$ cat src/rtl/seg_display_scanner_pkg.sv
// Shared constants, types and helpers for the 6-digit segment scanner.
// No logic of its own: constants and a pure function only.
// Not applicable: no handshake lives here.
package seg_display_scanner_pkg;

  localparam int NUM_DIGITS           = 6;
  localparam int SEG_W                = 8;
  localparam int IDX_W                = 3;
  localparam int DEFAULT_DIV          = 1000;
  localparam int DEFAULT_BLANK_CYCLES = 4;

  // BLANK covers the dead time at the start of a slot, SHOW the lit part.
  typedef enum logic {
    BLANK = 1'b0,
    SHOW  = 1'b1
  } scan_state_t;

  typedef logic [SEG_W-1:0] seg_t;

  // Element 0 holds digit 0.
  typedef logic [NUM_DIGITS-1:0][SEG_W-1:0] seg_bank_t;

  // Active-high digit select for one digit index.
  function automatic logic [NUM_DIGITS-1:0] digit_onehot(input logic [IDX_W-1:0] idx);
    logic [NUM_DIGITS-1:0] one;
    one = {{(NUM_DIGITS-1){1'b0}}, 1'b1};
    return one << idx;
  endfunction

endpackage

$ cat src/rtl/seg_display_scanner_if.sv
// Bundles the scanner's control, segment inputs and display outputs.
// Pure wiring, no latency.
// No backpressure: load is a strobe that is always accepted.
interface seg_display_scanner_if;
  import seg_display_scanner_pkg::*;

  logic enable;
  logic load;
  seg_t seg_in0;
  seg_t seg_in1;
  seg_t seg_in2;
  seg_t seg_in3;
  seg_t seg_in4;
  seg_t seg_in5;
  seg_t                  seg_out;
  logic [NUM_DIGITS-1:0] digit_en;
  logic                  frame_done;

  // The driver of segment data and control.
  modport master (
    output enable, load,
    output seg_in0, seg_in1, seg_in2, seg_in3, seg_in4, seg_in5,
    input  seg_out, digit_en, frame_done
  );

  // The scanner itself.
  modport slave (
    input  enable, load,
    input  seg_in0, seg_in1, seg_in2, seg_in3, seg_in4, seg_in5,
    output seg_out, digit_en, frame_done
  );

endinterface

$ cat src/rtl/seg_frame_buffer.sv
// Double-buffered segment store: shadow bank takes loads, active bank feeds the display.
// A load lands in shadow on the next edge; active changes only on commit or bypass.
// No backpressure: every load is accepted and the last one before a commit wins.
module seg_frame_buffer
  import seg_display_scanner_pkg::*;
(
  input  logic      clock,
  input  logic      reset,
  input  logic      load,
  input  seg_bank_t load_dat,
  input  logic      commit,
  input  logic      bypass,
  output seg_bank_t active
);

  seg_bank_t shadow_q;
  seg_bank_t active_q;
  logic      pending_q;

  // Later assignments override earlier ones, so bypass (a load landing on the
  // commit cycle) wins over a commit of the older shadow contents.
  always_ff @(posedge clock) begin
    if (reset) begin
      shadow_q  <= '0;
      active_q  <= '0;
      pending_q <= 1'b0;
    end else begin
      if (load) begin
        shadow_q  <= load_dat;
        pending_q <= 1'b1;
      end
      if (commit) begin
        if (pending_q) begin
          active_q <= shadow_q;
        end
        pending_q <= 1'b0;
      end
      if (bypass) begin
        active_q  <= load_dat;
        pending_q <= 1'b0;
      end
    end
  end

  assign active = active_q;

endmodule

$ cat src/rtl/seg_display_scanner.sv
// Time-multiplexes six segment bytes onto one segment bus with per-slot dead time.
// Outputs are registered and show the slot position of the current cycle; enable/load act on the next edge.
// No backpressure: load is always accepted, new data takes effect at the next frame boundary.
module seg_display_scanner
  import seg_display_scanner_pkg::*;
#(
  parameter int DIV          = DEFAULT_DIV,
  parameter int BLANK_CYCLES = DEFAULT_BLANK_CYCLES
) (
  input  logic                 clock,
  input  logic                 reset,
  seg_display_scanner_if.slave bus
);

  localparam int               CNT_W     = (DIV > 1) ? $clog2(DIV) : 1;
  localparam logic [CNT_W-1:0] CNT_LAST  = CNT_W'(DIV - 1);
  localparam logic [CNT_W-1:0] CNT_BLANK = CNT_W'(BLANK_CYCLES);
  localparam logic [IDX_W-1:0] IDX_LAST  = IDX_W'(NUM_DIGITS - 1);

  logic [CNT_W-1:0]      cnt_q, cnt_nxt;
  logic [IDX_W-1:0]      idx_q, idx_nxt;
  scan_state_t           state_q, state_nxt;
  seg_t                  seg_out_q, seg_out_nxt;
  logic [NUM_DIGITS-1:0] digit_en_q, digit_en_nxt;
  logic                  frame_done_q, frame_done_nxt;

  seg_bank_t in_bank;
  seg_bank_t active_bank;
  logic      frame_last;

  assign in_bank = {bus.seg_in5, bus.seg_in4, bus.seg_in3,
                    bus.seg_in2, bus.seg_in1, bus.seg_in0};

  // The last cycle of digit 5 closes the frame. The following cycle is always
  // BLANK, so a bank swap on this edge can never reach the outputs mid-frame.
  assign frame_last = (cnt_q == CNT_LAST) && (idx_q == IDX_LAST);

  seg_frame_buffer u_buf (
    .clock    (clock),
    .reset    (reset),
    .load     (bus.load),
    .load_dat (in_bank),
    .commit   (frame_last),
    .bypass   (bus.load && frame_last),
    .active   (active_bank)
  );

  // Next slot position, FSM transition and next registered outputs.
  always_comb begin
    cnt_nxt        = cnt_q;
    idx_nxt        = idx_q;
    state_nxt      = state_q;
    seg_out_nxt    = '0;
    digit_en_nxt   = '0;
    frame_done_nxt = 1'b0;

    if (!bus.enable) begin
      cnt_nxt = '0;
      idx_nxt = '0;
    end else if (cnt_q == CNT_LAST) begin
      cnt_nxt = '0;
      idx_nxt = (idx_q == IDX_LAST) ? '0 : idx_q + 1'b1;
    end else begin
      cnt_nxt = cnt_q + 1'b1;
    end

    case (state_q)
      BLANK:   if (bus.enable && (cnt_nxt >= CNT_BLANK)) state_nxt = SHOW;
      SHOW:    if (!bus.enable || (cnt_nxt < CNT_BLANK)) state_nxt = BLANK;
      default: state_nxt = BLANK;
    endcase

    if (state_nxt == SHOW) begin
      digit_en_nxt = digit_onehot(idx_nxt);
      seg_out_nxt  = active_bank[idx_nxt];
    end
    frame_done_nxt = bus.enable && (cnt_nxt == CNT_LAST) && (idx_nxt == IDX_LAST);
  end

  // Slot counters, FSM state and output registers.
  always_ff @(posedge clock) begin
    if (reset) begin
      cnt_q        <= '0;
      idx_q        <= '0;
      state_q      <= BLANK;
      seg_out_q    <= '0;
      digit_en_q   <= '0;
      frame_done_q <= 1'b0;
    end else begin
      cnt_q        <= cnt_nxt;
      idx_q        <= idx_nxt;
      state_q      <= state_nxt;
      seg_out_q    <= seg_out_nxt;
      digit_en_q   <= digit_en_nxt;
      frame_done_q <= frame_done_nxt;
    end
  end

  assign bus.seg_out    = seg_out_q;
  assign bus.digit_en   = digit_en_q;
  assign bus.frame_done = frame_done_q;

endmodule
$ cat src/flat_wrapper.sv
// flat-port wrapper written by rule: the top's interface ports become plain ports
module seg_display_scanner_flat import seg_display_scanner_pkg::*;
#(
  parameter int DIV          = DEFAULT_DIV,
  parameter int BLANK_CYCLES = DEFAULT_BLANK_CYCLES
)
  (clock, reset, bus_enable, bus_load, bus_seg_in0, bus_seg_in1, bus_seg_in2, bus_seg_in3, bus_seg_in4, bus_seg_in5, bus_seg_out, bus_digit_en, bus_frame_done);
  seg_display_scanner_if bus_i ();
  input  logic clock;
  input  logic reset;
  input wire logic [$bits(bus_i.enable)-1:0] bus_enable;
  input wire logic [$bits(bus_i.load)-1:0] bus_load;
  input wire logic [$bits(bus_i.seg_in0)-1:0] bus_seg_in0;
  input wire logic [$bits(bus_i.seg_in1)-1:0] bus_seg_in1;
  input wire logic [$bits(bus_i.seg_in2)-1:0] bus_seg_in2;
  input wire logic [$bits(bus_i.seg_in3)-1:0] bus_seg_in3;
  input wire logic [$bits(bus_i.seg_in4)-1:0] bus_seg_in4;
  input wire logic [$bits(bus_i.seg_in5)-1:0] bus_seg_in5;
  output wire logic [$bits(bus_i.seg_out)-1:0] bus_seg_out;
  output wire logic [$bits(bus_i.digit_en)-1:0] bus_digit_en;
  output wire logic [$bits(bus_i.frame_done)-1:0] bus_frame_done;
  assign bus_i.enable = bus_enable;
  assign bus_i.load = bus_load;
  assign bus_i.seg_in0 = bus_seg_in0;
  assign bus_i.seg_in1 = bus_seg_in1;
  assign bus_i.seg_in2 = bus_seg_in2;
  assign bus_i.seg_in3 = bus_seg_in3;
  assign bus_i.seg_in4 = bus_seg_in4;
  assign bus_i.seg_in5 = bus_seg_in5;
  assign bus_seg_out = bus_i.seg_out;
  assign bus_digit_en = bus_i.digit_en;
  assign bus_frame_done = bus_i.frame_done;
  seg_display_scanner #(.DIV(DIV), .BLANK_CYCLES(BLANK_CYCLES)) u_core (.clock(clock), .reset(reset), .bus(bus_i));
endmodule
$ cat config.mk
export PLATFORM = sky130hd
export DESIGN_NAME = seg_display_scanner_flat
export DESIGN_NICKNAME = d
export VERILOG_FILES = /design/src/rtl/seg_display_scanner_pkg.sv /design/src/rtl/seg_display_scanner_if.sv /design/src/rtl/seg_frame_buffer.sv /design/src/rtl/seg_display_scanner.sv /design/src/flat_wrapper.sv
export SDC_FILE = /design/constraint.sdc
export NUM_CORES = 1
export LEC_CHECK = 0
export BUFFER_PORTS_ARGS = -buffer_cell sky130_fd_sc_hd__buf_4
export CELL_PAD_IN_SITES_DETAIL_PLACEMENT = 1
export CELL_PAD_IN_SITES_GLOBAL_PLACEMENT = 1
export CORE_ASPECT_RATIO = 1.4
export CORE_MARGIN = 2
export CORE_UTILIZATION = 40
export CTS_BUF_LIST = sky130_fd_sc_hd__clkbuf_16
export CTS_CLUSTER_DIAMETER = 80
export DETAILED_ROUTE_END_ITERATION = 10
export PLACE_DENSITY_LB_ADDON = 0.2
export SLEW_MARGIN = 20
export SYNTH_ARGS = -nofsm -noshare
export SYNTH_HDL_FRONTEND = slang
export SYNTH_SLANG_ARGS = --single-unit
export TNS_END_PERCENT = 5
$ cat constraint.sdc
create_clock -name clock -period 2.5 [get_ports clock]
set_clock_uncertainty 0.15 [all_clocks]
set_input_delay 0.5 -clock clock [delete_from_list [all_inputs] [get_ports clock]]
set_output_delay 0.5 -clock clock [all_outputs]
set_load 0.01 [all_outputs]
# Word-level counts from Yosys, hierarchy flattened
# Cells that the tools add are included.
[totals] output_inout_bits=15 wordCells=56 reg_bits=126
[classes] addsub=2 n_eq_ne=4 n_mux=13 bitwise_logic=2 n_lt_le_gt_ge=3 shifts=1 n_reduce_logical=12
[op_table] operator="$mux 48" count=3
[op_table] operator="$bmux 8 s3" count=1
[op_table] operator="$eq 10x10->1 const B" count=2
[op_table] operator="$mux 10" count=2
[op_table] operator="$add 10x1->10 const B" count=1
[op_table] operator="$ge 10x3->1 const B" count=1
[op_table] operator="$lt 10x3->1 const B" count=1
[op_table] operator="$mux 3" count=3
[op_table] operator="$mux 8" count=1
[op_table] operator="$eq 3x3->1 const B" count=2
[op_table] operator="$shl 1x3->6 const A" count=1
[op_table] operator="$logic_and 1x1->1" count=5
[op_table] operator="$lt 3x4->1 const B" count=1
[op_table] operator="$reduce_bool 2->1" count=2
[op_table] operator="$add 3x1->3 const B" count=1
[op_table] operator="$reduce_or 3->1" count=1
[op_table] operator="$mux 1" count=2
[op_table] operator="$not 1->1" count=2
[op_table] operator="$pmux 1 s2" count=1
[op_table] operator="$reduce_and 2->1" count=1
[op_table] operator="$reduce_or 2->1" count=1
[op_table] operator="$logic_not 1->1" count=1
[op_table] operator="$logic_or 1x1->1" count=1

# Longest topological paths before layout
# Gate-level depths: netlist of run 1.
[depth] depth_word=9 mapped_depth=11

# Cells and area by module
# Synthesis of run 1 repeated with hierarchy kept, for this count alone.
[hier_totals] hier_cells=709 area_unflattened_um2=7023.0
[by_module_without_submodules] mod="seg_frame_buffer" area_each_um2=5016.1 cells_each=442 instances=1
[by_module_without_submodules] mod="seg_display_scanner" area_each_um2=2006.9 cells_each=267 instances=1

# Worst setup path after synthesis of run 1
# OpenSTA, ideal clock, no wires.
[synth_timing] path_type="register to register" from="register u_core.cnt_q[0]" to="register u_core.seg_out_q[4] (netlist: u_core.bus.seg_out[4])" arrival_ps=2219 stages_incl_launch_ff=10 setup_ps=103 required_ps=2247 path_slack_ps=27 cell_sequence="dfxtp_1 -> ha_1 -> buf_2 -> and4bb_4 -> nand4_4 -> mux2_1 -> buf_4 -> mux2i_1 -> and3_1 -> a2111oi_2"
[synth_between] elab_chain_cells=9 elab_cells_between_ends=17
[synth_lines] item="start, declared" line="seg_display_scanner.sv:20" text="logic [CNT_W-1:0] cnt_q, cnt_nxt;"
[synth_lines] item="start signal, assigned" line="seg_display_scanner.sv:90" text="cnt_q <= cnt_nxt;"
[synth_lines] item="$add 10x1->10 or $eq 10x10->1 (tied branches)" line="seg_display_scanner.sv:64, seg_display_scanner.sv:60"
[synth_lines] item="$mux 10" line="seg_display_scanner.sv:60" text="end else if (cnt_q == CNT_LAST) begin"
[synth_lines] item="$mux 10" line="seg_display_scanner.sv:57" text="if (!bus.enable) begin"
[synth_lines] item="$lt 10x3->1 or $ge 10x3->1 (tied branches)" line="seg_display_scanner.sv:69, seg_display_scanner.sv:68"
[synth_lines] item="$logic_or 1x1->1 or $logic_and 1x1->1 (tied branches)" line="seg_display_scanner.sv:69, seg_display_scanner.sv:68"
[synth_lines] item="$mux 1, on equally long branches" line="seg_display_scanner.sv:69, seg_display_scanner.sv:68"
[synth_lines] item="$pmux 1 s2" line="seg_display_scanner.sv:67" text="case (state_q)"
[synth_lines] item="$not 1->1 (no source line)"
[synth_lines] item="$reduce_or 2->1 (no source line)"
[synth_lines] item="end signal, assigned" line="seg_display_scanner.sv:93" text="seg_out_q <= seg_out_nxt;"
[synth_lines] item="end, declared" line="seg_display_scanner.sv:23" text="seg_t seg_out_q, seg_out_nxt;"
# Parallel ways exist; a longest one is shown, timed or not. The select of a mux whose other input is x is not followed.
# A chain may end at the register's enable or synchronous reset.

# Worst setup path after layout of run 1
[layout_timing] from="register u_core.cnt_q[1]" to="register u_core.seg_out_q[6] (netlist: u_core.bus.seg_out[6])"
# The elaborated chain is that of the path after synthesis.

==> results of run 1 <==
-- cells by family after synthesis --
kind of cell	after synthesis
xor+xnor	10
fa+ha+maj	1
buf+inv	57
flops	125
compound gates	121
simple gates	176
mux	61
-- placed cells by master, fill, tap and decap left out, types with 3 or more instances in the layout --
cell type / netlist / routed
a22oi_1: 3 / 3
clkinvlp_4: 0 / 3
and3_1: 4 / 4
nor3_1: 4 / 4
a31oi_1: 4 / 4
nor3_2: 6 / 6
a211oi_1: 14 / 14
nor2_1: 82 / 82
buf_4: 1 / 89
a221oi_1: 8 / 8
nand2_1: 44 / 44
xnor2_1: 8 / 8
clkbuf_16: 0 / 17
nor4_4: 2 / 3
a2111oi_2: 4 / 5
nand3_1: 8 / 8
inv_1: 7 / 8
o211a_1: 4 / 4
or3_1: 3 / 3
bufinv_16: 0 / 3
clkinv_4: 0 / 4
dfxtp_1: 125 / 125
o21ai_0: 4 / 4
buf_12: 0 / 3
a21oi_1: 37 / 37
mux2i_1: 59 / 59
o221ai_1: 34 / 34
-- stage by stage --
stage                     cells  hold slack [ns]
final                       780            0.184
after global routing        780            0.192
after CTS                   778            0.177
after detailed placement    746            0.297
after global placement      746            0.293
after floorplan             551            0.281
-- final cells by class --
type                    count  area [um2]  area share (%)
well taps                 153         191            2.90
clock buffers              17         425            6.45
inverters                   8        30.0           0.455
clock inverters            15         174            2.64
repair buffers             93         739            11.2
flip-flops and latches    125        2500            38.0
multi-input cells         369        2530            38.4
-- path summary, 6_finish.rpt --
| path | startpoint | endpoint | slack [ns] | depth (start not counted) |
|---|---|---|---|---|
| min | bus_seg_in1[2] | u_core.u_buf.shadow_q[10] | 0.18 | 3 |
| max reg2reg | u_core.cnt_q[1] | u_core.bus.seg_out[6] | 0.08 | 7 |
| max | u_core.cnt_q[1] | u_core.bus.seg_out[6] | 0.08 | 7 |
| min reg2reg | u_core.u_buf.active[15] | u_core.u_buf.active[15] | 0.30 | 2 |
-- layer usage --
metal  vias up  part of all wire (%)
li1       2119                     -
met1      2169                    43
met2        85                    52
met3        20                   2.8
met4         0                   2.7
met5         -                     0
-- timing repair --
| item | CTS | global route |
|---|---|---|
| gates cloned | 0 | 0 |
| setup buffers | 0 | 2 |
| endpoints found under the setup margin | 3 | 24 |
| pin swaps | 0 | 2 |
| gates resized for setup | 2 | 6 |
-- flip-flops by register name, summed over array words and instances (netlist names) --
| signal | cells |
|---|---|
| u_core.idx_q | 3 |
| u_core.bus.frame_done | 1 |
| u_core.bus.seg_out | 8 |
| u_core.u_buf.active | 48 |
| u_core.u_buf.pending_q | 1 |
| u_core.cnt_q | 10 |
| u_core.bus.digit_en | 6 |
| u_core.u_buf.shadow_q | 48 |
-- power by group through the flow --
stage | combinational (mW) | sequential (mW) | clock, mW
after floorplan | 0.126 | 2.10 | 0
after global placement | 0.223 | 2.10 | 0
after detailed placement | 0.230 | 2.11 | 0
after CTS | 0.231 | 2.06 | 2.51
after global routing | 0.254 | 2.07 | 2.61
final | 0.228 | 2.06 | 2.48
-- worst max-delay path, cell delays in order, from the launching register on --
cell	delay (ns)
dfxtp_1	0.36
ha_1	0.19
and4bb_4	0.29
a31oi_1	0.10
o21ai_0	0.42
buf_4	0.31
nor2b_2	0.12
a2111oi_2	0.38
==> metrics.csv, run 1 <==
metric,value,unit
CP max FO,13,
"Distinct cells, synth",57,
DRC,0,
Comb power frac,4.8,%
top-count cell post-synth,dfxtp_1,
mapped cell area,5270,um2
cell count after synthesis,551,
synth cell count leaders,"dfxtp_1 (125), nor2_1 (82), mux2i_1 (59)",
Final HPWL DP,9800,um
largest family of logic cells by synthesized area,compound AO/OA/AOI/OAI gates,
NetSw,1.06,mW
cell area power density,723,nW/um2
post-synthesis adder-cell area fraction,0.237,%
Detailed Route WL,14400,um
met1 Use GR,26.1,%
"Seq/Total Area, Yosys",47.4,%
Synth Flop Type,dfxtp_1,
area grow syn2layout,25.0,%
Slew @ Worst Pin,1.04,ns
Synth Area in Compound Gates,17.0,%
syn nets,604,
clock sinks,125,
"Setup violations, final",0,
global-route met2 utilization,37.3,%
Pleak,2.56,nW
Slew HR,30.7,%
first-pass GRT wire length,24200,um
Initial Util,41.0,%
switch share,22.2,%
Synth Area in Simple Gates,16.8,%
die height,140,um
DR iter-0 viols,136,
vias per inst,5.63,
met3 usage,4.17,%
Top Ports,67,
Setup WS pre-CTS,0.0250,ns
Routed Antenna Nets,0,
"Reg clk slew, reported paths",0.06,ns
Max clock buf depth,2,
syn_area_per_cell,9.57,um2
Vias,4393,
dominant cells by area after synthesis,"dfxtp_1 (47%), mux2i_1 (11%), nor2_1 (5.8%), o221ai_1 (5.6%), a21oi_1 (3.5%)",
leading area contributor after synthesis,dfxtp_1,
Post-CTS Hold Fix Bufs,0,
Congestion Overflow GR,0,
post-DR wirelength/cell,18.5,um
final worst slack,0.0764,ns
worst min path class,in -> reg,
H-tree depth,4,
internal power,3.71,mW
CP Data Required Time,2.65,ns
post-synth top area share,47.4,%
Finished Core Util,51.2,%
CTS tree,done,
CP Launch Type,register,
GPL Wtd Cong,0.851,
Yosys reg bits,125,
"Data arrival, critical path",2.57,ns
outcome,finished clean,
Synth Area in XOR/XNOR,1.66,%
vias in the first global route,4681,
Area after DPL,5950,um2
post-synthesis async set-or-reset flop share,0,%
Hold Fails Final Rpt,0,
layout net count,667,
worst skew pair latency,0.41,ns
RSZ-0062 raised after global routing,true,
Die Area,14100,um2
Final Power,4.77,mW
fill count,1468,
DIE WIDTH,101,um
grt peak-use layer,met2,
Tmin final,2.42,ns
clock share of power,51.9,%
Yosys warnings,0,
largest net degree at the start of global routing,101,
post-synthesis mux area share,11.6,%
critical setup path kind,reg -> reg,
design area,6590,um2
ant diodes,0,
Flop pwr share,43.3,%
initial antenna violation count,0,
CTS root buf,clkbuf_16,
endpoint class of the critical path,register,
fmax,413,MHz
GRT Total Usage,21.8,%
Post-synth EDFFs,0,
FP Rows,49,
max_cap viols,0,
share of cells above drive strength 1,24.1,%
DRT Pass-1 Iters,4,
Peak VDD IR,0.464,mV
Slew Limit Fails,0,
total negative setup slack,0,ns
core footprint,12900,um2
Port Buffers,66,
CTS Buf Count,17,
final period utilization,96.9,%
Note: power is estimated with default switching activity, not from simulation.
==> run 2: changes to the inputs <==
--- a/config.mk
+++ b/config.mk
@@ -5,7 +5,7 @@
 export SDC_FILE = /design/constraint.sdc
 export NUM_CORES = 1
 export LEC_CHECK = 0
-export BUFFER_PORTS_ARGS = -buffer_cell sky130_fd_sc_hd__buf_4
+export BUFFER_PORTS_ARGS = -buffer_cell sky130_fd_sc_hd__buf_2
 export CELL_PAD_IN_SITES_DETAIL_PLACEMENT = 1
 export CELL_PAD_IN_SITES_GLOBAL_PLACEMENT = 1
 export CORE_ASPECT_RATIO = 1.4
@@ -14,6 +14,7 @@
 export CTS_BUF_LIST = sky130_fd_sc_hd__clkbuf_16
 export CTS_CLUSTER_DIAMETER = 80
 export DETAILED_ROUTE_END_ITERATION = 10
+export GPL_ROUTABILITY_DRIVEN = 0
 export PLACE_DENSITY_LB_ADDON = 0.2
 export SLEW_MARGIN = 20
 export SYNTH_ARGS = -nofsm -noshare
==> run 2 against run 1 <==
Compared with the run above:
- count of clock-buffer cells in the layout did not move
- sequential share of layout area rose by 0.63 points
- largest cell class unchanged
- critical path depth rose by 2
==> metrics.csv, run 2 (same netlist as run 1, synthesis figures left out) <==
metric,value,unit
outcome,finished clean,
CTS tree,done,
max_cap viols,0,
CTS Buf Count,17,
H-tree depth,4,
global-route met2 utilization,34.4,%
Detailed Route WL,13800,um
"Setup violations, final",0,
cells along the critical path,"ha_4, and4bb_4, nand4_4, buf_4, nor2_1, o21ai_1, buf_12, nor2b_2, a2111oi_2",
final period utilization,94.3,%
Slew HR,30.6,%
DR iter-0 viols,165,
DIE WIDTH,101,um
Slew Limit Fails,0,
Final HPWL DP,9550,um
Congestion Overflow GR,0,
met3 usage,5.73,%
critical setup path kind,reg -> reg,
first-pass GRT wire length,22900,um
GRT Total Usage,20.7,%
final worst slack,0.142,ns
FP Rows,49,
worst skew pair latency,0.42,ns
Area after DPL,5790,um2
fmax,424,MHz
Routed Antenna Nets,0,
grt peak-use layer,met2,
total negative setup slack,0,ns
Slew @ Worst Pin,1.04,ns
met1 Use GR,25.4,%
worst min path class,in -> reg,
CP max FO,22,
Peak VDD IR,0.362,mV
Flop pwr share,41.1,%
vias per inst,5.57,
Max stage delay on crit path,0.36,ns
layout net count,665,
largest net degree at the start of global routing,101,
CTS root buf,clkbuf_16,
core footprint,12900,um2
design area,6490,um2
Hold Fails Final Rpt,0,
Finished Core Util,50.4,%
clock sinks,125,
ant diodes,0,
"most common cell after layout, fill and taps aside",dfxtp_1,
initial antenna violation count,0,
switch share,21.9,%
Vias,4334,
Setup WS pre-CTS,-0.0642,ns
vias in the first global route,4444,
Initial Util,41.0,%
CP Launch Type,register,
post-DR wirelength/cell,17.8,um
share of cells above drive strength 1,24.3,%
"Data arrival, critical path",2.51,ns
RSZ-0062 raised after global routing,false,
"Reg clk slew, reported paths",0.06,ns
NetSw,1.10,mW
area grow syn2layout,23.1,%
DRT Pass-1 Iters,4,
die height,140,um
endpoint class of the critical path,register,
internal power,3.92,mW
Post-CTS Hold Fix Bufs,0,
Pleak,2.54,nW
CP Data Required Time,2.65,ns
clock share of power,54.7,%
Top Ports,67,
cell area power density,773,nW/um2
Max clock buf depth,2,
Comb power frac,4.1,%
WP buf/inv,2,
slowest CP cell,a2111oi_2,
DRC,0,
most frequent cells in the layout,"dfxtp_1 (123), nor2_1 (82), buf_2 (66), mux2i_1 (59), nand2_1 (44)",
Tmin final,2.36,ns
Crit path max-delay family,simple AND/OR/NAND/NOR gates,
Die Area,14100,um2
Port Buffers,66,
-- run 2: area by class of cell --
class,instances,area [um2]
clock buffers,17,425
fillers,1450,6380
multi-input cells,369,2530
clock inverters,15,236
well taps,153,191
repair buffers,91,572
inverters,8,30.0
flip-flops and latches,125,2500
-- run 2: stage by stage --
stage / total power [mW] / hold slack, ns / std cells
5_1_grt: 5.19 / 0.195 / 778
4_1_cts: 5.06 / 0.183 / 777
2_1_floorplan: 2.23 / 0.281 / 551
3_3_place_gp: 2.30 / 0.295 / 745
6_report: 5.02 / 0.191 / 778
3_5_place_dp: 2.31 / 0.300 / 745
-- run 2: worst min-delay path, delay by kind of cell --
| kind | cells | cell delay [ns] |
|---|---|---|
| buffers and inverters | 1 | 0.09 |
| AND/OR/NAND/NOR | 1 | 0.08 |
| multiplexers | 1 | 0.06 |
-- run 2: what timing repair did --
item / 4_1_cts / 5_1_grt
buffers inserted: 0 / 1
pin swaps: 0 / 1
setup endpoints to repair: 4 / 25
gates cloned: 0 / 0
resized for setup: 3 / 5
-- run 2: path summary, 6_finish.rpt --
path,startpoint,to,slack [ns],cells after the start
worst max-delay path,u_core.cnt_q[0],u_core.bus.seg_out[6],0.14,9
worst min-delay path,bus_seg_in1[2],u_core.u_buf.shadow_q[10],0.19,3
worst max register to register,u_core.cnt_q[0],u_core.bus.seg_out[6],0.14,9
worst min register to register,u_core.u_buf.active[4],u_core.u_buf.active[4],0.31,2
-- run 2: power by group through the flow --
stage                     sequential (mW)  clock, mW  combinational (mW)
after floorplan                      2.10          0               0.126
after global placement               2.10          0               0.201
after detailed placement             2.11          0               0.208
after CTS                            2.06       2.78               0.210
after global routing                 2.07       2.89               0.231
final                                2.06       2.75               0.206
-- run 2: metal layers --
layer,share of wire (%),wire length (um)
met4,2.4,338
met5,0,0
met1,44,6050
met3,3.7,509
met2,50,6920
